## src/rtl/updown_pkg.sv

```systemverilog
// Shared types and default widths for the up/down counter link.
// Used by the stream decoder and its step classifier.
package updown_pkg;

    localparam int W_DEF         = 3;
    localparam int ERR_CNT_W_DEF = 8;

    typedef enum logic [1:0] {
        IDLE   = 2'd0,
        SYNC   = 2'd1,
        LOCKED = 2'd2,
        ERROR  = 2'd3
    } state_t;

    typedef enum logic [1:0] {
        STEP_UP   = 2'd0,
        STEP_DOWN = 2'd1,
        STEP_BAD  = 2'd2
    } step_t;

endpackage

```

## src/rtl/updown_step_classify.sv

```systemverilog
// Combinational step classifier: (count - prev) mod 2^W is +1 (UP), -1 (DOWN) or BAD.
// No state, no latency, no backpressure.
module updown_step_classify
    import updown_pkg::*;
#(
    parameter int W = W_DEF
) (
    input  logic [W-1:0] i_count,
    input  logic [W-1:0] i_prev,
    output step_t        o_step
);

    logic [W-1:0] w_delta;

    // Modular subtraction makes the wrap cases (max->0, 0->max) fall out naturally.
    assign w_delta = i_count - i_prev;

    always_comb begin
        o_step = STEP_BAD;
        if (w_delta == W'(1)) begin
            o_step = STEP_UP;
        end else if (w_delta == {W{1'b1}}) begin
            o_step = STEP_DOWN;
        end
    end

endmodule

```

## src/rtl/updown_count_decoder.sv

```systemverilog
// Recovers direction, reversal pulses, lock state and a saturating error count from an observed counter stream.
// All outputs registered, one cycle after the accepted sample; input is always accepted (no backpressure).
module updown_count_decoder
    import updown_pkg::*;
#(
    parameter int W         = W_DEF,
    parameter int ERR_CNT_W = ERR_CNT_W_DEF
) (
    input  logic                 clk_i,
    input  logic                 rst_i,
    input  logic                 valid_i,
    input  logic [W-1:0]         count_i,
    output logic                 dir_o,
    output logic                 mode_o,
    output logic                 locked_o,
    output logic                 err_o,
    output logic [ERR_CNT_W-1:0] err_cnt_o
);

    state_t               r_state;
    logic [W-1:0]         r_prev;
    logic                 r_dir;
    logic                 r_mode;
    logic                 r_err;
    logic [ERR_CNT_W-1:0] r_err_cnt;

    step_t                w_step;
    logic                 w_step_up;
    logic                 w_err_sat;

    updown_step_classify #(
        .W (W)
    ) u_classify (
        .i_count (count_i),
        .i_prev  (r_prev),
        .o_step  (w_step)
    );

    assign w_step_up = (w_step == STEP_UP);
    assign w_err_sat = (r_err_cnt == {ERR_CNT_W{1'b1}});

    always_ff @(posedge clk_i) begin
        if (rst_i) begin
            r_state   <= IDLE;
            r_prev    <= '0;
            r_dir     <= 1'b1;
            r_mode    <= 1'b0;
            r_err     <= 1'b0;
            r_err_cnt <= '0;
        end else begin
            r_mode <= 1'b0;
            r_err  <= 1'b0;
            if (valid_i) begin
                r_prev <= count_i;
                case (r_state)
                    IDLE: begin
                        r_state <= SYNC;
                    end
                    // Before first lock a BAD step is just noise while acquiring.
                    SYNC: begin
                        if (w_step != STEP_BAD) begin
                            r_state <= LOCKED;
                            r_dir   <= w_step_up;
                        end
                    end
                    LOCKED: begin
                        if (w_step == STEP_BAD) begin
                            r_state <= ERROR;
                            r_err   <= 1'b1;
                            if (!w_err_sat) begin
                                r_err_cnt <= r_err_cnt + ERR_CNT_W'(1);
                            end
                        end else if (w_step_up != r_dir) begin
                            r_dir  <= w_step_up;
                            r_mode <= 1'b1;
                        end
                    end
                    ERROR: begin
                        if (w_step == STEP_BAD) begin
                            r_err <= 1'b1;
                            if (!w_err_sat) begin
                                r_err_cnt <= r_err_cnt + ERR_CNT_W'(1);
                            end
                        end else begin
                            r_state <= LOCKED;
                            r_dir   <= w_step_up;
                        end
                    end
                    default: begin
                        r_state <= IDLE;
                    end
                endcase
            end
        end
    end

    assign dir_o     = r_dir;
    assign mode_o    = r_mode;
    assign err_o     = r_err;
    assign err_cnt_o = r_err_cnt;
    assign locked_o  = (r_state == LOCKED);

endmodule

```

## config.mk

```make
export PLATFORM = sky130hd
export DESIGN_NAME = updown_count_decoder
export DESIGN_NICKNAME = d
export VERILOG_FILES = /design/src/rtl/updown_pkg.sv /design/src/rtl/updown_step_classify.sv /design/src/rtl/updown_count_decoder.sv
export SDC_FILE = /design/constraint.sdc
export NUM_CORES = 1
export LEC_CHECK = 0
export ABC_AREA = 1
export BUFFER_PORTS_ARGS = -buffer_cell sky130_fd_sc_hd__buf_2
export CAP_MARGIN = 40
export CORE_UTILIZATION = 40
export DETAILED_ROUTE_END_ITERATION = 10
export MAX_ROUTING_LAYER = met4
export PLACE_DENSITY_LB_ADDON = 0.2
export SLEW_MARGIN = 20
export SYNTH_ARGS = -nofsm -noshare
export SYNTH_HDL_FRONTEND = slang
export SYNTH_HIERARCHICAL = 1
export SYNTH_SLANG_ARGS = --single-unit
```

## constraint.sdc

```tcl
create_clock -name clk_i -period 3.04 [get_ports clk_i]
set_input_delay 0.152 -clock clk_i [delete_from_list [all_inputs] [get_ports clk_i]]
set_output_delay 0.152 -clock clk_i [all_outputs]
set_load 0.02 [all_outputs]
```

# Word level (Yosys, flattened, before mapping)

Index checks and enable logic that the tools add are counted.

Flip-flop bits (word level): 16
Bits of input ports: 6
Logic and storage cells: 48

Add/subtract/negate cells: 2
Equal/unequal tests: 14
Multiplexer cells: 13
Bitwise gates (word level): 4
Reduce and logical (&&, ||, !) cells: 9

Operators by type and width:

| kind                                                                   | number |
|---|---|
| 2-bit 2-to-1 mux                                                       | 5 |
| 8-bit by 1-bit adder with 8-bit output (second input constant)         | 1 |
| 8-bit equality test (second input constant)                            | 1 |
| 2-bit != test (second input constant)                                  | 4 |
| 2-bit one-hot mux with 4 select lines                                  | 1 |
| 4-bit AND reduction                                                    | 2 |
| 2-bit equality test (second input constant)                            | 3 |
| 1-bit 2-to-1 mux                                                       | 6 |
| 6-bit AND reduction                                                    | 1 |
| 2-bit zero test                                                        | 2 |
| 2-bit by 1-bit != test with 1-bit output (second input constant)       | 2 |
| 1-bit NOT                                                              | 4 |
| 4-bit OR reduction                                                     | 1 |
| 3-bit by 1-bit equality test with 1-bit output (second input constant) | 1 |
| 3-bit equality test (second input constant)                            | 1 |
| 1-bit one-hot mux with 3 select lines                                  | 1 |
| 3-bit nonzero test                                                     | 1 |
| 3-bit OR reduction                                                     | 1 |
| 3-bit subtractor                                                       | 1 |
| 2-bit by 1-bit equality test with 1-bit output (second input constant) | 1 |
| 2-bit OR reduction                                                     | 1 |
| 1-bit != test                                                          | 1 |

# Depth between registers and ports, before layout

Depth in word-level cells: 9
Mapped depth: 16
Gate-level depth less buffers: 16

# By module

The synthesis kept the hierarchy.

By module, submodules not included:

| module               | instances | cells each | area each (um^2) |
|---|---|---|---|
| updown_count_decoder | 1         | 122        | 843.3 |
| updown_step_classify | 1         | 24         | 136.4 |

# Least setup slack after synthesis

No wires, ideal clock.

Path type: register to register
Start: register r_prev[0]
End: register r_dir, in the netlist dir_o
Data arrival time: 1.822 ns
Required time: 2.918 ns
Setup slack: 1.096 ns
Cell stages (with the launch flop): 12
Path buffers: 0
Clock period less this slack: 1.944 ns
Path through: dfxtp_1 > ha_1 > fa_1 > or2_1 > a21oi_1 > inv_1 > nand2_4 > nor2_1 > nor2_1 > nand3_1 > nand2_1 > nand3_1

Word-level cells in the longest chain between the ends: 8
Elaborated cells between the ends (all ways): 19
Those cells by class: 1 x add/sub; 9 x eq/ne; 7 x mux; 2 x reduce/logical

Ends and longest elaborated chain:

| item                                                                                          | RTL line                   | source |
|---|---|---|
| start, declared                                                                               | updown_count_decoder.sv:21 | `logic [W-1:0] r_prev;` |
| start signal, assigned                                                                        | updown_count_decoder.sv:54 | `r_prev <= count_i;` |
| 3-bit subtractor (*)                                                                          | updown_step_classify.sv:16 | `assign w_delta = i_count - i_prev;` |
| 3-bit equality test                                                                           | updown_step_classify.sv:22 | `end else if (w_delta == {W{1'b1}}) begin` |
| 2-bit 2-to-1 mux                                                                              | updown_step_classify.sv:22 |  |
| 2-bit 2-to-1 mux (*)                                                                          | updown_step_classify.sv:20 | `if (w_delta == W'(1)) begin` |
| net w_step[0]                                                                                 | updown_count_decoder.sv:27 | `step_t w_step;` |
| 2-bit zero test                                                                               | updown_count_decoder.sv:39 | `assign w_step_up = (w_step == STEP_UP);` |
| 1-bit != test / 1-bit 2-to-1 mux (equally long branches)                                      | updown_count_decoder.sv:73 | `end else if (w_step_up != r_dir) begin` |
| 2-bit by 1-bit != test with 1-bit output (no line) / 1-bit 2-to-1 mux (equally long branches) | --                         |  |
| 6-bit AND reduction (no line) / 1-bit one-hot mux with 3 select lines (equally long branches) | --                         |  |
| end signal, assigned                                                                          | updown_count_decoder.sv:63 | `r_dir <= w_step_up;` |
| end signal, assigned                                                                          | updown_count_decoder.sv:74 | `r_dir <= w_step_up;` |
| end signal, assigned                                                                          | updown_count_decoder.sv:86 | `r_dir <= w_step_up;` |
| end, declared                                                                                 | updown_count_decoder.sv:22 | `logic r_dir;` |

Mark *: on every way through the listed nets, which the timed path passes. The rest lies on a longest branch. The select of a mux whose other input is x is not followed.
A chain may end at the register's enable or synchronous reset.

# Worst setup path in the final report

Ends and elaborated chain as after synthesis.

==> run metrics <==
DR iter-0 viols=23; reg2reg end=dir_o; clk_skew=3.496 ps; crit path capture type=flip-flop; final instance area=0.001115 mm2; top cell type's share of synthesized area=0.3269; Final Hold Violating Endpoints=0; reg2reg path depth=11; cells along the critical path=ha_1 > fa_1 > or2_1 > a21oi_1 > inv_1 > nand2_4 > nor2_1 > nor2_1 > nand3_1 > nand2_1 > nand3_1; Hold Path Stages=3; fmax=470.1 MHz; Setup CP Type=flip-flop to flip-flop; Final Max Slew Viols=0; EDFF count, synth=0; Final ANT Viol Nets=0; ranking of synthesized cells by area=dfxtp_1 (33%), nand2_1 (14%), nor2_1 (8.0%), inv_1 (7.3%), nand3_1 (7.2%); Max-Cap Viols=0; Tcrit/Tclk final=0.6998; CP max FO=6; RSZ-0062 raised after global routing=false; Slew @ Worst Pin=305.1 ps; n_diodes=0; placed instance area=0.001092 mm2; Synth area leader=dfxtp_1; Core Util, Final=0.4945; Critical Path RT=3210 ps; root buf cell=clkbuf_4; crit path launch=r_prev[0]; number of synthesized register bits=16; first-pass GRT wire length=3.436 mm; GP Congestion=0.7695; gr usage total=0.1781; row count=17; dpl hpwl=1.505 mm; # nets final=176; type of origin of the critical path=flip-flop; chip height=51.49 um; Max-Slew Margin vs Limit=0.7959; Initial Util=0.4345; most frequent cell after synthesis=nand2_1; io pins=18; Pre-Repair DR Iteration Count=4; TNS Setup=0 ps; PD cells=395.6 mW/mm2; Critical Path AT=2300 ps; post-route minimum period=2127 ps; Hold Crit Class=input pin to flip-flop; Clock Sinks=16; antenna violations before repair=0; vias per cell=4.819; # Post-CTS Setup Buffers=0; HP Start=count_i[1]; Die X-Extent=51.49 um; Post-Route WL=2.016 mm; sequential cell area fraction in the yosys report=0.3269; via count=930; gr ovfl total=0; share of layout cells above drive strength 1=0.2061; FF-to-FF Start=r_prev[0]; Synth Area per Inst=6.710 um2; cts hold-fix bufs=0; Synth warnings=6; Worst-path clk slew=100 ps; most frequent cells after synthesis=nand2_1 (36), nor2_1 (21), inv_1 (19), dfxtp_1 (16), nand3_1 (14); leakage=0.5406 nW; DRC=0; status=complete, no violations; area grow syn2layout=13.79%; Inserted Clock Buffers=3; Synth Cell Area=979.7 um2; Synth cell types=23; final count of negative-setup-slack endpoints=0; Synthesized Nets=155; ys flop type=dfxtp_1; FFs w/ async S/R, synth=0; core region area=0.002255 mm2; CTS tree=yes; Worst-Skew Late Latency=280 ps; Gate Count Post-Synth=146; Max clock buf depth=2; PortBufs=17; r2r setup slk=910 ps; crit path to=dir_o; DR WL/cell=10.45 um; VDD IR-drop max=0.1773 mV; largest net degree at the start of global routing=11; crit-path max cell delay=450 ps; H-tree Lvls=1; CP max stage cell=fa_1; post-cts gate resize count=0; vias in the first global route=843; Layout fillers=247; Die ar.=0.002651 mm2
power breakdown:
group / internal [mW] / switching, mW / total, mW
combinational: 0.0339 / 0.0685 / 0.102
sequential: 0.218 / 0.00741 / 0.225
clock: 0.0459 / 0.0673 / 0.113
total: 0.298 / 0.143 / 0.441
area by class of cell:
| class | count | area (um2) | share of cell area |
|---|---|---|---|
| clock buffers | 3 | 22.52 | 0.02020 |
| inverters | 22 | 82.58 | 0.07407 |
| multi-input cells | 107 | 569.3 | 0.5107 |
| flip-flops and latches | 16 | 320.3 | 0.2873 |
| well taps | 28 | 35.03 | 0.03143 |
| repair buffers | 17 | 85.08 | 0.07632 |
per-stage QoR:
stage	cells	setup slack, ps	hold slack (ps)	total power [mW]
after floorplan	146	1096	221.1	0.3090
after detailed placement	190	933.5	405.8	0.3320
final	193	912.6	105.9	0.4410
after global placement	190	959.6	393.3	0.3287
after CTS	193	912.4	98.93	0.4492
after global routing	193	669.8	116.8	0.4729
logic make-up after synthesis:
group / share of synthesized area
adder cells (fa/ha/maj): 0.04597
XOR/XNOR: 0.02682
buffers and inverters: 0.09196
flip-flops: 0.3270
AND/OR/NAND/NOR: 0.4393
AO/OA/AOI/OAI: 0.06896
sequential cells by signal, summed over array words and instances, names as in the netlist:
register / flops
dir_o: 1
err_cnt_o: 8
r_state: 2
err_o: 1
mode_o: 1
r_prev: 3
metal layers:
| metal | up-vias | track usage | wire length, um |
|---|---|---|---|
| li1 | 496 | - | - |
| met1 | 414 | 0.2226 | 1013 |
| met2 | 18 | 0.2835 | 902 |
| met3 | 2 | 0.02632 | 78 |
| met4 | 0 | 0.08108 | 21 |
| met5 | - | - | 0 |
critical path, delay by kind of cell (launching register included):
family,cells,cell delay (ps)
compound gates,1,170
fa+ha+maj,2,640
flops,1,320
buf+inv,1,120
simple gates,7,770
cell usage in the layout (no fill, tap or decap):
cell,count
dfxtp_1,16
nor2_4,1
nor3_2,1
nor3_1,1
xor2_1,3
or2_1,1
nand2_4,3
nor2_8,1
nor2_1,21
o21ai_0,5
nand4_1,3
nand3_1,14
nand2_1,36
inv_1,19
nand2_2,5
ha_1,2
clkbuf_4,3
nand3_2,1
buf_2,17
fa_1,1
o211ai_1,1
inv_2,2
clkinv_1,1
a21oi_1,7
worst min path at each step:
stage / end / slack, ps
after floorplan: err_cnt_o[2] / 220
after global placement: r_prev[1] / 390
after detailed placement: r_prev[1] / 410
final: r_prev[1] / 110
after global routing: r_prev[1] / 120
after CTS: r_prev[1] / 100
Note: power is estimated with default switching activity, not from simulation.
